$ cat config.mk
export PLATFORM = sky130hd
export DESIGN_NAME = mc_control
export DESIGN_NICKNAME = d
export VERILOG_FILES = /design/src/rtl/mc_control_pkg.sv /design/src/rtl/mc_alu_decode.sv /design/src/rtl/mc_control.sv
export SDC_FILE = /design/constraint.sdc
export NUM_CORES = 1
export LEC_CHECK = 0
export CAP_MARGIN = 5
export CORE_MARGIN = 5
export CORE_UTILIZATION = 41
export CTS_BUF_LIST = sky130_fd_sc_hd__clkbuf_2
export DETAILED_ROUTE_END_ITERATION = 6
export PLACE_DENSITY = 0.82
export REMOVE_ABC_BUFFERS = 1
export SKIP_LAST_GASP = 1
export SLEW_MARGIN = 20
export SYNTH_ARGS = -nofsm -noshare
export SYNTH_HDL_FRONTEND = slang
export SYNTH_SLANG_ARGS = --single-unit
$ cat constraint.sdc
create_clock -name clk -period 1.7 [get_ports clk]
set_input_delay 0.34 -clock clk [delete_from_list [all_inputs] [get_ports clk]]
set_output_delay 0.34 -clock clk [all_outputs]
set_load 0.02 [all_outputs]
$ cat src/rtl/mc_control_pkg.sv
// Shared types and encodings for the multi-cycle MIPS control unit.
package mc_control_pkg;

  // Controller states; numeric values are visible on state_o.
  typedef enum logic [3:0] {
    S_IDLE     = 4'd0,
    S_FETCH    = 4'd1,
    S_DECODE   = 4'd2,
    S_MEM_ADDR = 4'd3,
    S_MEM_RD   = 4'd4,
    S_MEM_WB   = 4'd5,
    S_MEM_WR   = 4'd6,
    S_R_EXEC   = 4'd7,
    S_R_WB     = 4'd8,
    S_BRANCH   = 4'd9,
    S_JUMP     = 4'd10,
    S_I_EXEC   = 4'd11,
    S_I_WB     = 4'd12,
    S_TRAP     = 4'd15
  } state_t;

  // Instruction class resolved from the opcode in DECODE.
  typedef enum logic [2:0] {
    CL_R, CL_LW, CL_SW, CL_BEQ, CL_BNE, CL_J, CL_I, CL_ILL
  } iclass_t;

  // Opcodes
  localparam logic [5:0] OP_RTYPE = 6'b000000;
  localparam logic [5:0] OP_LW    = 6'b100011;
  localparam logic [5:0] OP_SW    = 6'b101011;
  localparam logic [5:0] OP_BEQ   = 6'b000100;
  localparam logic [5:0] OP_BNE   = 6'b000101;
  localparam logic [5:0] OP_J     = 6'b000010;
  localparam logic [5:0] OP_ADDI  = 6'b001000;
  localparam logic [5:0] OP_ANDI  = 6'b001100;
  localparam logic [5:0] OP_ORI   = 6'b001101;
  localparam logic [5:0] OP_SLTI  = 6'b001010;

  // R-type funct codes
  localparam logic [5:0] F_ADD  = 6'b100000;
  localparam logic [5:0] F_ADDU = 6'b100001;
  localparam logic [5:0] F_SUB  = 6'b100010;
  localparam logic [5:0] F_SUBU = 6'b100011;
  localparam logic [5:0] F_AND  = 6'b100100;
  localparam logic [5:0] F_OR   = 6'b100101;
  localparam logic [5:0] F_NOR  = 6'b100111;
  localparam logic [5:0] F_SLT  = 6'b101010;

  // ALU control codes
  localparam logic [3:0] ALU_AND = 4'b0000;
  localparam logic [3:0] ALU_OR  = 4'b0001;
  localparam logic [3:0] ALU_ADD = 4'b0010;
  localparam logic [3:0] ALU_SUB = 4'b0110;
  localparam logic [3:0] ALU_SLT = 4'b0111;
  localparam logic [3:0] ALU_NOR = 4'b1100;

  // ALU B-operand select
  localparam logic [1:0] SRCB_B      = 2'b00;
  localparam logic [1:0] SRCB_FOUR   = 2'b01;
  localparam logic [1:0] SRCB_IMM    = 2'b10;
  localparam logic [1:0] SRCB_IMM_SH = 2'b11;

  // PC source select
  localparam logic [1:0] PCSRC_ALU    = 2'b00;
  localparam logic [1:0] PCSRC_ALUOUT = 2'b01;
  localparam logic [1:0] PCSRC_JUMP   = 2'b10;

endpackage

$ cat src/rtl/mc_alu_decode.sv
// Combinational ALU code / immediate-extension / legality decode.
module mc_alu_decode
  import mc_control_pkg::*;
#(
  parameter int OPW   = 6,
  parameter int ALUCW = 4
) (
  input  iclass_t          cls,
  input  logic [OPW-1:0]   opcode,
  input  logic [OPW-1:0]   funct,
  output logic [ALUCW-1:0] alu_ctrl,
  output logic             zero_ext,
  output logic             legal
);

  // Map class plus opcode/funct to the EXEC-stage ALU code.
  always_comb begin
    alu_ctrl = ALUCW'(ALU_ADD);
    zero_ext = 1'b0;
    legal    = 1'b1;
    case (cls)
      CL_R: begin
        case (funct)
          OPW'(F_ADD), OPW'(F_ADDU): alu_ctrl = ALUCW'(ALU_ADD);
          OPW'(F_SUB), OPW'(F_SUBU): alu_ctrl = ALUCW'(ALU_SUB);
          OPW'(F_AND):               alu_ctrl = ALUCW'(ALU_AND);
          OPW'(F_OR):                alu_ctrl = ALUCW'(ALU_OR);
          OPW'(F_NOR):               alu_ctrl = ALUCW'(ALU_NOR);
          OPW'(F_SLT):               alu_ctrl = ALUCW'(ALU_SLT);
          default:                   legal    = 1'b0;
        endcase
      end
      CL_I: begin
        case (opcode)
          OPW'(OP_ADDI): alu_ctrl = ALUCW'(ALU_ADD);
          OPW'(OP_ANDI): begin alu_ctrl = ALUCW'(ALU_AND); zero_ext = 1'b1; end
          OPW'(OP_ORI):  begin alu_ctrl = ALUCW'(ALU_OR);  zero_ext = 1'b1; end
          OPW'(OP_SLTI): alu_ctrl = ALUCW'(ALU_SLT);
          default:       legal    = 1'b0;
        endcase
      end
      CL_BEQ, CL_BNE: alu_ctrl = ALUCW'(ALU_SUB);
      CL_ILL:         legal    = 1'b0;
      default:        ;
    endcase
  end

endmodule

$ cat src/rtl/mc_control.sv
// Multi-cycle MIPS control FSM with memory wait timeout and illegal-op trap.
module mc_control
  import mc_control_pkg::*;
#(
  parameter int OPW        = 6,
  parameter int ALUCW      = 4,
  parameter int WAIT_LIMIT = 16
) (
  input  logic             clk,
  input  logic             rst_n,
  input  logic [OPW-1:0]   opcode,
  input  logic [OPW-1:0]   funct,
  input  logic             mem_ready,
  input  logic             trap_clear,
  output logic             pc_write,
  output logic             pc_write_cond,
  output logic             branch_ne,
  output logic             ir_write,
  output logic             i_or_d,
  output logic             mem_read,
  output logic             mem_write,
  output logic             reg_dst,
  output logic             reg_write,
  output logic             mem_to_reg,
  output logic             alu_src_a,
  output logic [1:0]       alu_src_b,
  output logic [1:0]       pc_source,
  output logic [ALUCW-1:0] alu_ctrl,
  output logic             zero_ext,
  output logic             illegal,
  output logic             bus_err,
  output logic [3:0]       state_o
);

  localparam int CW = (WAIT_LIMIT > 0) ? $clog2(WAIT_LIMIT + 1) : 1;

  state_t           state, state_nx;
  iclass_t          cls, cls_r;
  logic [ALUCW-1:0] dec_ctrl, alu_ctrl_r;
  logic             dec_ze, dec_legal, ze_r;
  logic             illegal_r, bus_err_r;
  logic [CW-1:0]    wait_cnt, wait_nx;
  logic             waiting, timeout;

  // Opcode to instruction class.
  always_comb begin
    cls = CL_ILL;
    case (opcode)
      OPW'(OP_RTYPE): cls = CL_R;
      OPW'(OP_LW):    cls = CL_LW;
      OPW'(OP_SW):    cls = CL_SW;
      OPW'(OP_BEQ):   cls = CL_BEQ;
      OPW'(OP_BNE):   cls = CL_BNE;
      OPW'(OP_J):     cls = CL_J;
      OPW'(OP_ADDI), OPW'(OP_ANDI), OPW'(OP_ORI), OPW'(OP_SLTI): cls = CL_I;
      default:        cls = CL_ILL;
    endcase
  end

  mc_alu_decode #(
    .OPW   (OPW),
    .ALUCW (ALUCW)
  ) u_alu_decode (
    .cls      (cls),
    .opcode   (opcode),
    .funct    (funct),
    .alu_ctrl (dec_ctrl),
    .zero_ext (dec_ze),
    .legal    (dec_legal)
  );

  // Memory wait detection; mem_ready in the limit cycle takes priority.
  always_comb begin
    waiting = ((state == S_FETCH) || (state == S_MEM_RD) || (state == S_MEM_WR)) && !mem_ready;
    timeout = waiting && (WAIT_LIMIT != 0) && (wait_cnt == CW'(WAIT_LIMIT));
    wait_nx = (waiting && !timeout && (WAIT_LIMIT != 0)) ? wait_cnt + CW'(1) : '0;
  end

  // State, wait counter, DECODE latches and sticky trap flags.
  always_ff @(posedge clk or negedge rst_n) begin
    if (!rst_n) begin
      state      <= S_IDLE;
      wait_cnt   <= '0;
      cls_r      <= CL_R;
      alu_ctrl_r <= '0;
      ze_r       <= 1'b0;
      illegal_r  <= 1'b0;
      bus_err_r  <= 1'b0;
    end else begin
      state    <= state_nx;
      wait_cnt <= wait_nx;
      if (state == S_DECODE) begin
        cls_r      <= cls;
        alu_ctrl_r <= dec_ctrl;
        ze_r       <= dec_ze;
      end
      if ((state == S_TRAP) && trap_clear) begin
        illegal_r <= 1'b0;
        bus_err_r <= 1'b0;
      end else begin
        if ((state == S_DECODE) && !dec_legal) illegal_r <= 1'b1;
        if (timeout)                           bus_err_r <= 1'b1;
      end
    end
  end

  // Next-state and Moore control decode (FETCH IR/PC write gated by mem_ready).
  always_comb begin
    state_nx      = state;
    pc_write      = 1'b0;
    pc_write_cond = 1'b0;
    branch_ne     = 1'b0;
    ir_write      = 1'b0;
    i_or_d        = 1'b0;
    mem_read      = 1'b0;
    mem_write     = 1'b0;
    reg_dst       = 1'b0;
    reg_write     = 1'b0;
    mem_to_reg    = 1'b0;
    alu_src_a     = 1'b0;
    alu_src_b     = SRCB_B;
    pc_source     = PCSRC_ALU;
    alu_ctrl      = '0;
    zero_ext      = 1'b0;
    case (state)
      S_IDLE: state_nx = S_FETCH;
      S_FETCH: begin
        mem_read  = 1'b1;
        alu_src_b = SRCB_FOUR;
        alu_ctrl  = ALUCW'(ALU_ADD);
        ir_write  = mem_ready;
        pc_write  = mem_ready;
        if (mem_ready)    state_nx = S_DECODE;
        else if (timeout) state_nx = S_TRAP;
      end
      S_DECODE: begin
        alu_src_b = SRCB_IMM_SH;
        alu_ctrl  = ALUCW'(ALU_ADD);
        if (!dec_legal) state_nx = S_TRAP;
        else begin
          case (cls)
            CL_R:           state_nx = S_R_EXEC;
            CL_LW, CL_SW:   state_nx = S_MEM_ADDR;
            CL_BEQ, CL_BNE: state_nx = S_BRANCH;
            CL_J:           state_nx = S_JUMP;
            CL_I:           state_nx = S_I_EXEC;
            default:        state_nx = S_TRAP;
          endcase
        end
      end
      S_MEM_ADDR: begin
        alu_src_a = 1'b1;
        alu_src_b = SRCB_IMM;
        alu_ctrl  = ALUCW'(ALU_ADD);
        state_nx  = (cls_r == CL_LW) ? S_MEM_RD : S_MEM_WR;
      end
      S_MEM_RD: begin
        mem_read = 1'b1;
        i_or_d   = 1'b1;
        if (mem_ready)    state_nx = S_MEM_WB;
        else if (timeout) state_nx = S_TRAP;
      end
      S_MEM_WB: begin
        reg_write  = 1'b1;
        mem_to_reg = 1'b1;
        state_nx   = S_FETCH;
      end
      S_MEM_WR: begin
        mem_write = 1'b1;
        i_or_d    = 1'b1;
        if (mem_ready)    state_nx = S_FETCH;
        else if (timeout) state_nx = S_TRAP;
      end
      S_R_EXEC: begin
        alu_src_a = 1'b1;
        alu_ctrl  = alu_ctrl_r;
        state_nx  = S_R_WB;
      end
      S_R_WB: begin
        reg_write = 1'b1;
        reg_dst   = 1'b1;
        state_nx  = S_FETCH;
      end
      S_I_EXEC: begin
        alu_src_a = 1'b1;
        alu_src_b = SRCB_IMM;
        alu_ctrl  = alu_ctrl_r;
        zero_ext  = ze_r;
        state_nx  = S_I_WB;
      end
      S_I_WB: begin
        reg_write = 1'b1;
        state_nx  = S_FETCH;
      end
      S_BRANCH: begin
        alu_src_a     = 1'b1;
        alu_ctrl      = ALUCW'(ALU_SUB);
        pc_write_cond = 1'b1;
        pc_source     = PCSRC_ALUOUT;
        branch_ne     = (cls_r == CL_BNE);
        state_nx      = S_FETCH;
      end
      S_JUMP: begin
        pc_write  = 1'b1;
        pc_source = PCSRC_JUMP;
        state_nx  = S_FETCH;
      end
      S_TRAP: if (trap_clear) state_nx = S_IDLE;
      default: state_nx = S_IDLE;
    endcase
  end

  assign illegal = illegal_r;
  assign bus_err = bus_err_r;
  assign state_o = state;

endmodule
Yosys cells after proc, flatten, opt, wreduce, memory -nomap -nowiden --
Cells that the tools add are included. W data, S select, Z words.
Cells by class: $add $sub $neg 1, equal/unequal tests 41, mux-type cells 38, reduce and logical (&&, ||, !) cells 29
Operators with widths (count):
- $eq A6 B6 Y1 const B | 10
- $pmux W4 S5 | 2
- $pmux W4 S9 | 1
- $eq A4 B4 Y1 const B | 6
- $eq A6 B4 Y1 const B | 4
- $mux W4 | 6
- $pmux W4 S3 | 2
- $pmux W3 S7 | 1
- $mux W1 | 19
- $eq A4 B3 Y1 const B | 4
- $reduce_or A2 Y1 | 8
- $eq A3 B3 Y1 const B | 5
- $eq A6 B3 Y1 const B | 2
- $pmux W3 S3 | 1
- $eq A4 B2 Y1 const B | 2
- $reduce_or A4 Y1 | 2
- $reduce_or A8 Y1 | 1
- $eq A3 B1 Y1 const B | 2
- $eq A3 B2 Y1 const B | 2
- $eq A6 B2 Y1 const B | 1
- $logic_not A6 Y1 | 1
- $pmux W2 S3 | 1
- $reduce_or A3 Y1 | 2
- $reduce_or A6 Y1 | 1
- other kinds (15) | 23
Word-level totals: register bits 19, input bits 16, output and inout bits 26, word-level logic and storage cells 116

Longest topological paths before layout --
Gate-level depths: netlist of run 1.
depth after elaboration 9, mapped depth 7

Hierarchy --
Synthesis of run 1 repeated with hierarchy kept, for this count alone.
Second synthesis, totals: cells, all modules 197, area, all modules 1605.3 µm²
Modules (own cells, without submodules):
- mc_control | instances 1, cells each 165, area each 1385.1 µm², sequential area each 475.5 µm²
- mc_alu_decode | instances 1, cells each 32, area each 220.2 µm², sequential area each 0.0 µm²

Worst setup path before layout of run 1 --
Ideal clock, no wire load.
kind reg-to-output, from reg state[3], in the netlist state_o[3], to out branch_ne, data arrival time 1662 ps, setup slack -302 ps, cell stages (with the launch flop) 5, cell sequence dfrtp_1 -> clkbuf_1 -> nand2_1 -> nor2_1 -> and3_1
Between the ends: word-level cells in the longest chain between the ends 2
RTL lines:
- from (decl) | RTL line mc_control.sv:37 | state_t state, state_nx;
- from (signal assigned) | RTL line mc_control.sv:90 | state <= state_nx;
- $eq A4 B4 Y1 | RTL line mc_control.sv:125 | case (state)
- $mux W1 | RTL line mc_control.sv:125
- to (decl) | RTL line mc_control.sv:17 | output logic branch_ne,
No other way between the ends.

Worst setup path after layout of run 1 --
from reg state[2], in the netlist state_o[2], to out alu_src_b[1]
Between the ends: word-level cells in the longest chain between the ends 3
RTL lines:
- $eq A4 B4 Y1 / $eq A4 B2 Y1 (equally long branches) | RTL line mc_control.sv:125
- $reduce_or A2 Y1 (no source line)
- $pmux W2 S3 (*) | RTL line mc_control.sv:125
- to (decl) | RTL line mc_control.sv:26 | output logic [1:0] alu_src_b,
Mark *: on every way between the ends. The rest lies on a longest branch, timed or not.

==> results of run 1 <==
## Yosys cell counts, types with 2 or more instances
| cell | count | share of area [%] |
|---|---|---|
| nor2_1 | 37 | 8.7 |
| dfrtp_1 | 19 | 30 |
| nand2_1 | 16 | 3.8 |
| a21oi_1 | 15 | 4.7 |
| inv_1 | 9 | 2.1 |
| nand2b_1 | 9 | 3.5 |
| nor2b_1 | 7 | 2.7 |
| o21ai_0 | 6 | 1.9 |
| buf_2 | 5 | 1.6 |
| a22o_1 | 4 | 2.2 |
| nand3_1 | 4 | 1.3 |
| nor3_1 | 4 | 1.3 |
| a211o_1 | 3 | 1.6 |
| a211oi_1 | 3 | 1.4 |
| a31oi_1 | 3 | 1.2 |
| and2_1 | 3 | 1.2 |
| clkbuf_1 | 3 | 0.71 |
| nand3b_1 | 3 | 1.4 |
| o22ai_1 | 3 | 1.2 |
| xor2_1 | 3 | 1.6 |
| and3_1 | 2 | 0.78 |
| buf_6 | 2 | 1.4 |
| ha_1 | 2 | 1.6 |
| mux2i_1 | 2 | 1.3 |
| o211ai_1 | 2 | 0.94 |
| o21ai_1 | 2 | 0.63 |
| o311ai_1 | 2 | 1.1 |
| o31ai_1 | 2 | 0.94 |
| or2_1 | 2 | 0.78 |
| or2_2 | 2 | 0.78 |
| or4_1 | 2 | 0.94 |
| or4b_1 | 2 | 1.3 |
## path summary, 6_finish.rpt
path                          startpoint       endpoint  cells after the start  slack (ns)
setup reg to reg              state_o[1]    wait_cnt[2]                      6       -0.16
min in group clk           alu_ctrl_r[0]  alu_ctrl_r[0]                      1        0.53
setup / recovery              state_o[2]   alu_src_b[1]                      4       -0.25
hold / removal                     rst_n    wait_cnt[0]                      2        0.32
hold reg to reg            alu_ctrl_r[0]  alu_ctrl_r[0]                      1        0.53
max in group asynchronous          rst_n     state_o[1]                      2        1.15
## cell families (layout without fill, tap and decap cells)
family | count (synthesis) | after routing | synth area share (%)
multiplexers | 2 | 2 | 1.25
AO/OA/AOI/OAI | 56 | 56 | 24.1
XOR/XNOR | 4 | 4 | 2.20
buffers and inverters | 21 | 127 | 6.51
flip-flops | 19 | 19 | 29.8
adder cells (fa/ha/maj) | 2 | 2 | 1.57
AND/OR/NAND/NOR | 103 | 103 | 34.6
## registers in the layout, indices dropped and copies added (netlist names)
signal / cells
illegal: 1
wait_cnt: 5
cls_r: 3
ze_r: 1
alu_ctrl_r: 4
state_o: 4
bus_err: 1
## layout make-up
cell class                      instances  area, um2
Fill cell                             268        963
Sequential cell                        19        479
Clock buffer                            3       15.0
Inverter                                9       33.8
Tap cell                               48       60.1
Multi-Input combinational cell        167       1200
Timing Repair Buffer                  114        960
Clock inverter                          1       5.00
## per-layer routing
| metal | vias up | global-route usage [%] | part of all wire, % |
|---|---|---|---|
| li1 | 946 | - | - |
| met4 | 0 | 9.63 | 5.3 |
| met1 | 1003 | 24.0 | 36 |
| met5 | - | 0 | 0 |
| met3 | 30 | 1.66 | 7.0 |
| met2 | 107 | 42.3 | 52 |
## worst max-delay path: stages (launching register included)
cell	delay [ns]
dfrtp_2	0.48
buf_4	0.17
or3_4	0.40
o21ai_4	0.09
buf_6	0.14
## power by group
group          switching [uW]  internal (uW)
combinational            1400           1340
clock                     146           53.3
sequential                151            570
## per-stage QoR
stage	TNS [ns]	utilization, %	hold WS [ns]
final	-4.21	74.1	0.316
after global placement	-8.98	65.4	0.476
after CTS	-2.57	69.6	0.325
after floorplan	-1.99	-	0.0444
after detailed placement	-9.96	65.4	0.487
after global routing	-6.61	74.1	0.322
## timing repair
| item | in CTS | in global routing |
|---|---|---|
| endpoints found under the setup margin | 32 | 34 |
| pin swaps | 11 | 10 |
| hold endpoints to repair | 0 | 0 |
| resized for setup | 145 | 47 |
| buffers inserted | 10 | 9 |
==> results.toml, run 1 <==
[die]
start_util_pct = 42.9
die_area_um2 = 5240
ios = 42
placementRows = 22
die_w_um = 72.4
die_y_um = 72.4
core_area_um2 = 3720

[synthesis]
yosysSeqAreaShare_pct = 29.8
syn_area_um2 = 1600
synth_edf_count = 0
synthFlopType = "dfrtp_1"
synth_cell_types = 56
synth_cells = 207
async_reset_ff_share_pct = 100
synth_area_per_cell_um2 = 7.71
ys_warn_count = 0
ys_ff_latch = 19

[clocking]
root_buffer = "clkbuf_2"
clock_path_buffers = 2
cts_tree = "yes"
cts_buffers = 3
cts-htree-levels = 1
clock-sinks = 19
clock_latency_ns = 0.33
clkTransAtPathRegs_ns = 0.18
cts_hold_buf = 0

[global_routing]
antenna_found_initial = 0
grt-ovfl-total = 0
grt_max_degree = 20
track_usage_pct = 21.8
grt_pass1_vias = 1995
grt_pass1_wl_um = 9100

[finish]
num_antenna_cells = 0
fin_cells = 361
layout_commonest_cell = "buf_4"
final_area_um2 = 2750
fin_nets = 332
drive_gt1_share_pct = 46.3
area_delta_synth_final_pct = 72.5
mostFrequentLayoutCells = "buf_4 (75), nor2_1 (29), dfrtp_1 (16), buf_6 (16), a21oi_1 (13)"

[sta]
clock_skew_ns = 0.00617
finalHoldViolCount = 0
fin_crit_ns = 1.95
worst_pin_slew_ns = 0.428
layout_setup_ws_ns = -0.246
finalMaxSlewViolations = 0
max_freq_ghz = 0.514
maxSlewHeadroom_pct = 71.0
fin_crit_sh_pct = 114
setup_viol = 32
rsz0062_at_grt = "true"

[outcome]
status = "finished, violations left"
violations = "negative setup slack"

[drt]
drtPass1Iterations = 4
drc = 0
via_per_inst = 5.78
wl_per_cell_um = 17.2
antenna_left = 0
drt_iter0_drc = 149
vias = 2086
routed_wl_um = 6220

[placement]
pre_cts_ws_ns = -0.512
placed_area_um2 = 2430
numPortBuffers = 41
dp.cells = 342
place_congestion = 0.956
dp_hpwl_um = 3930

[power_and_ir_drop]
leakagePower_uw = 0.00127
ir_drop_mv = 0.521
power_density_nw_per_um2 = 1330
total_power_uw = 3650

[worst_setup_path]
path_max_fanout = 3
critPathKind = "flip-flop to output pin"
critPathArrivalTime_ns = 1.61
start_kind = "flip-flop"
critPathRequiredTime_ns = 1.36
end_kind = "output pin"

[worst_hold_path]
min_path_type = "input pin to async pin"

[run]
maxCapViolations = 0
Note: power is estimated with default switching activity, not from simulation.
==> run 2, diff against run 1 <==
Settings changed: ABC_AREA set to 1, PLACE_DENSITY 0.82 to 0.83.
==> run 2 against run 1 <==
The run still ends with negative setup slack left. Clock-buffer cell count up 1. Register-to-register slack better by 0.16 ns. Cell area down 8.6%. Power fell by 4.5%. Flip-flop and latch count stayed put. Critical path depth increased by 2. Non-clock buffer count is 21 lower.
==> results.toml, run 2 <==
[worst_setup_path]
critPathRequiredTime_ns = 1.36
start_kind = "flip-flop"
critPathArrivalTime_ns = 1.58
r2r_start = "state_o[2]"
end_kind = "output pin"
startpoint = "state_o[2]"
path_max_fanout = 4
critPathKind = "flip-flop to output pin"

[finish]
drive_gt1_share_pct = 44.2
final_area_um2 = 2520
fin_nets = 327
largest_reg_flops = 5
max_flop_register = "wait_cnt"
layout_commonest_cell = "buf_4"
fin_util_pct = 69.8
fin_cells = 356
mostFrequentLayoutCells = "buf_4 (53), inv_1 (29), nand2_1 (28), nor2_1 (25), dfrtp_1 (19)"
num_antenna_cells = 0
area_delta_synth_final_pct = 67.6

[global_routing]
grt_pass1_vias = 1609
grt_pass1_wl_um = 6610
antenna_found_initial = 0
track_usage_pct = 16.2
grt_max_degree = 20
grt-ovfl-total = 0

[power_and_ir_drop]
leakagePower_uw = 0.00126
seq_power_share_pct = 20.4
ir_drop_mv = 0.461
comb_power_share_pct = 73.7
clockPowerShare_pct = 5.9
p_sw_share_pct = 47.3
netSwitchingPower_uw = 1650
p_int_uw = 1840
power_density_nw_per_um2 = 1390

[sta]
rsz0062_at_grt = "true"
fin_crit_sh_pct = 113
fin_crit_ns = 1.92
worst_pin_slew_ns = 0.452
tns_ns = -2.62
clock_skew_ns = 0.000962
setup_viol = 21
max_freq_ghz = 0.520
maxSlewHeadroom_pct = 69.6
finalHoldViolCount = 0
layout_setup_ws_ns = -0.223
finalMaxSlewViolations = 0
holdWs_ns = 0.323

[outcome]
status = "finished, violations left"
violations = "negative setup slack"

[clocking]
cts_tree = "yes"
cts_buffers = 3
clock-sinks = 19
root_buffer = "clkbuf_2"
clock_latency_ns = 0.32
clkTransAtPathRegs_ns = 0.17
cts-htree-levels = 1
clock_path_buffers = 2
cts_hold_buf = 0

[placement]
numPortBuffers = 41
placed_area_um2 = 2270
place_congestion = 0.908
dp_hpwl_um = 3300
dp.cells = 342

[worst_hold_path]
min_path_type = "input pin to async pin"

[synthesis]
ys_warn_count = 0
yosys.area.top_type_share_pct = 31.7
synth_cells = 213
synthFlopType = "dfrtp_1"
synth_common_cells = "inv_1 (33), nor2_1 (33), nand2_1 (32)"
synth_cell_types = 37
syn_area_um2 = 1500
yosys.area.top_type = "dfrtp_1"
synth_edf_count = 0
yosysSeqAreaShare_pct = 31.7
ys_ff_latch = 19
synth_area_per_cell_um2 = 7.05
async_reset_ff_share_pct = 100
yosys-top-cells-area = "dfrtp_1 (32%), inv_1 (8.3%), nor2_1 (8.3%)"

[die]
die_y_um = 70.5
placementRows = 22
core_area_um2 = 3610
die_area_um2 = 4970
ios = 42
die_w_um = 70.5
start_util_pct = 41.6

[drt]
drtPass1Iterations = 4
drt_iter0_drc = 61
drc = 0
wl_met3_um = 211
top_layer = "met4"
vias = 1767
drt-met1-wl_um = 1760
wl_met2_um = 2570
wl_per_cell_um = 13.1
via_per_inst = 4.96
antenna_left = 0
routed_wl_um = 4660

[run]
maxCapViolations = 0
## run 2: power groups by stage
stage                     Combinational, uW  Sequential [uW]  Clock [uW]
after global routing                   2730              721         222
after CTS                              2040              677         206
final                                  2570              711         205
after floorplan                         960              780           0
after detailed placement               2060              689           0
after global placement                 2030              685           0
## run 2: area by class of cell
type                    instances  area, um2
multi-input cells             150        973
fillers                       298       1090
flip-flops and latches         19        475
inverters                      42        170
repair buffers                 93        817
well taps                      48       60.1
clock buffers                   4       20.0
## run 2: final timing paths
kind	to	slack, ns	cells past startpoint
max	branch_ne	-0.22	6
min	wait_cnt[3]	0.32	2
max reg2reg	state_o[2]	0	9
min reg2reg	wait_cnt[0]	0.50	1
max in group asynchronous	illegal	1.18	2
min in group clk	wait_cnt[0]	0.50	1
## run 2: per-stage QoR
stage          setup WS [ns]  power, uW
4_1_cts               -0.190       2920
5_1_grt               -0.284       3670
2_1_floorplan         -0.403       1740
3_3_place_gp          -0.290       2710
3_5_place_dp          -0.300       2750
6_report              -0.223       3490
## run 2: cells by family (layout without fill, tap and decap cells)
| logic type | count (synthesis) | count (layout) | share of synthesized area [%] |
|---|---|---|---|
| buffers and inverters | 44 | 139 | 11.8 |
| flip-flops | 19 | 19 | 31.7 |
| adder cells (fa/ha/maj) | 2 | 2 | 1.67 |
| AND/OR/NAND/NOR | 116 | 116 | 40.1 |
| AO/OA/AOI/OAI | 29 | 29 | 13.1 |
| XOR/XNOR | 3 | 3 | 1.75 |
## run 2: routing by layer
layer  vias to the layer above  GRT usage, %
met5                         -             0
met4                         0          7.02
met3                        12          2.01
met2                        48          31.0
met1                       829          17.4
li1                        878             -
## run 2: what timing repair did
item / 4_1_cts / 5_1_grt
buffers inserted: 3 / 7
hold endpoints to repair: 0 / 0
endpoints found under the setup margin: 24 / 27
pin swaps: 0 / 7
cloned: 0 / 0
resized for setup: 108 / 57
## run 2: worst max-delay path, cell delays in order, from the launching register on
cell and delay (ns):
dfrtp_1 0.48, nor2_2 0.13, inv_1 0.11, nor2_4 0.14, inv_4 0.07, nor4_4 0.13
buf_4 0.18
==> run 3, diff against run 2 <==
Settings changed: CTS_CLUSTER_SIZE set to 16.
==> results of run 3 <==
The final DEF is identical to that of run 2; final timing and power are the same.
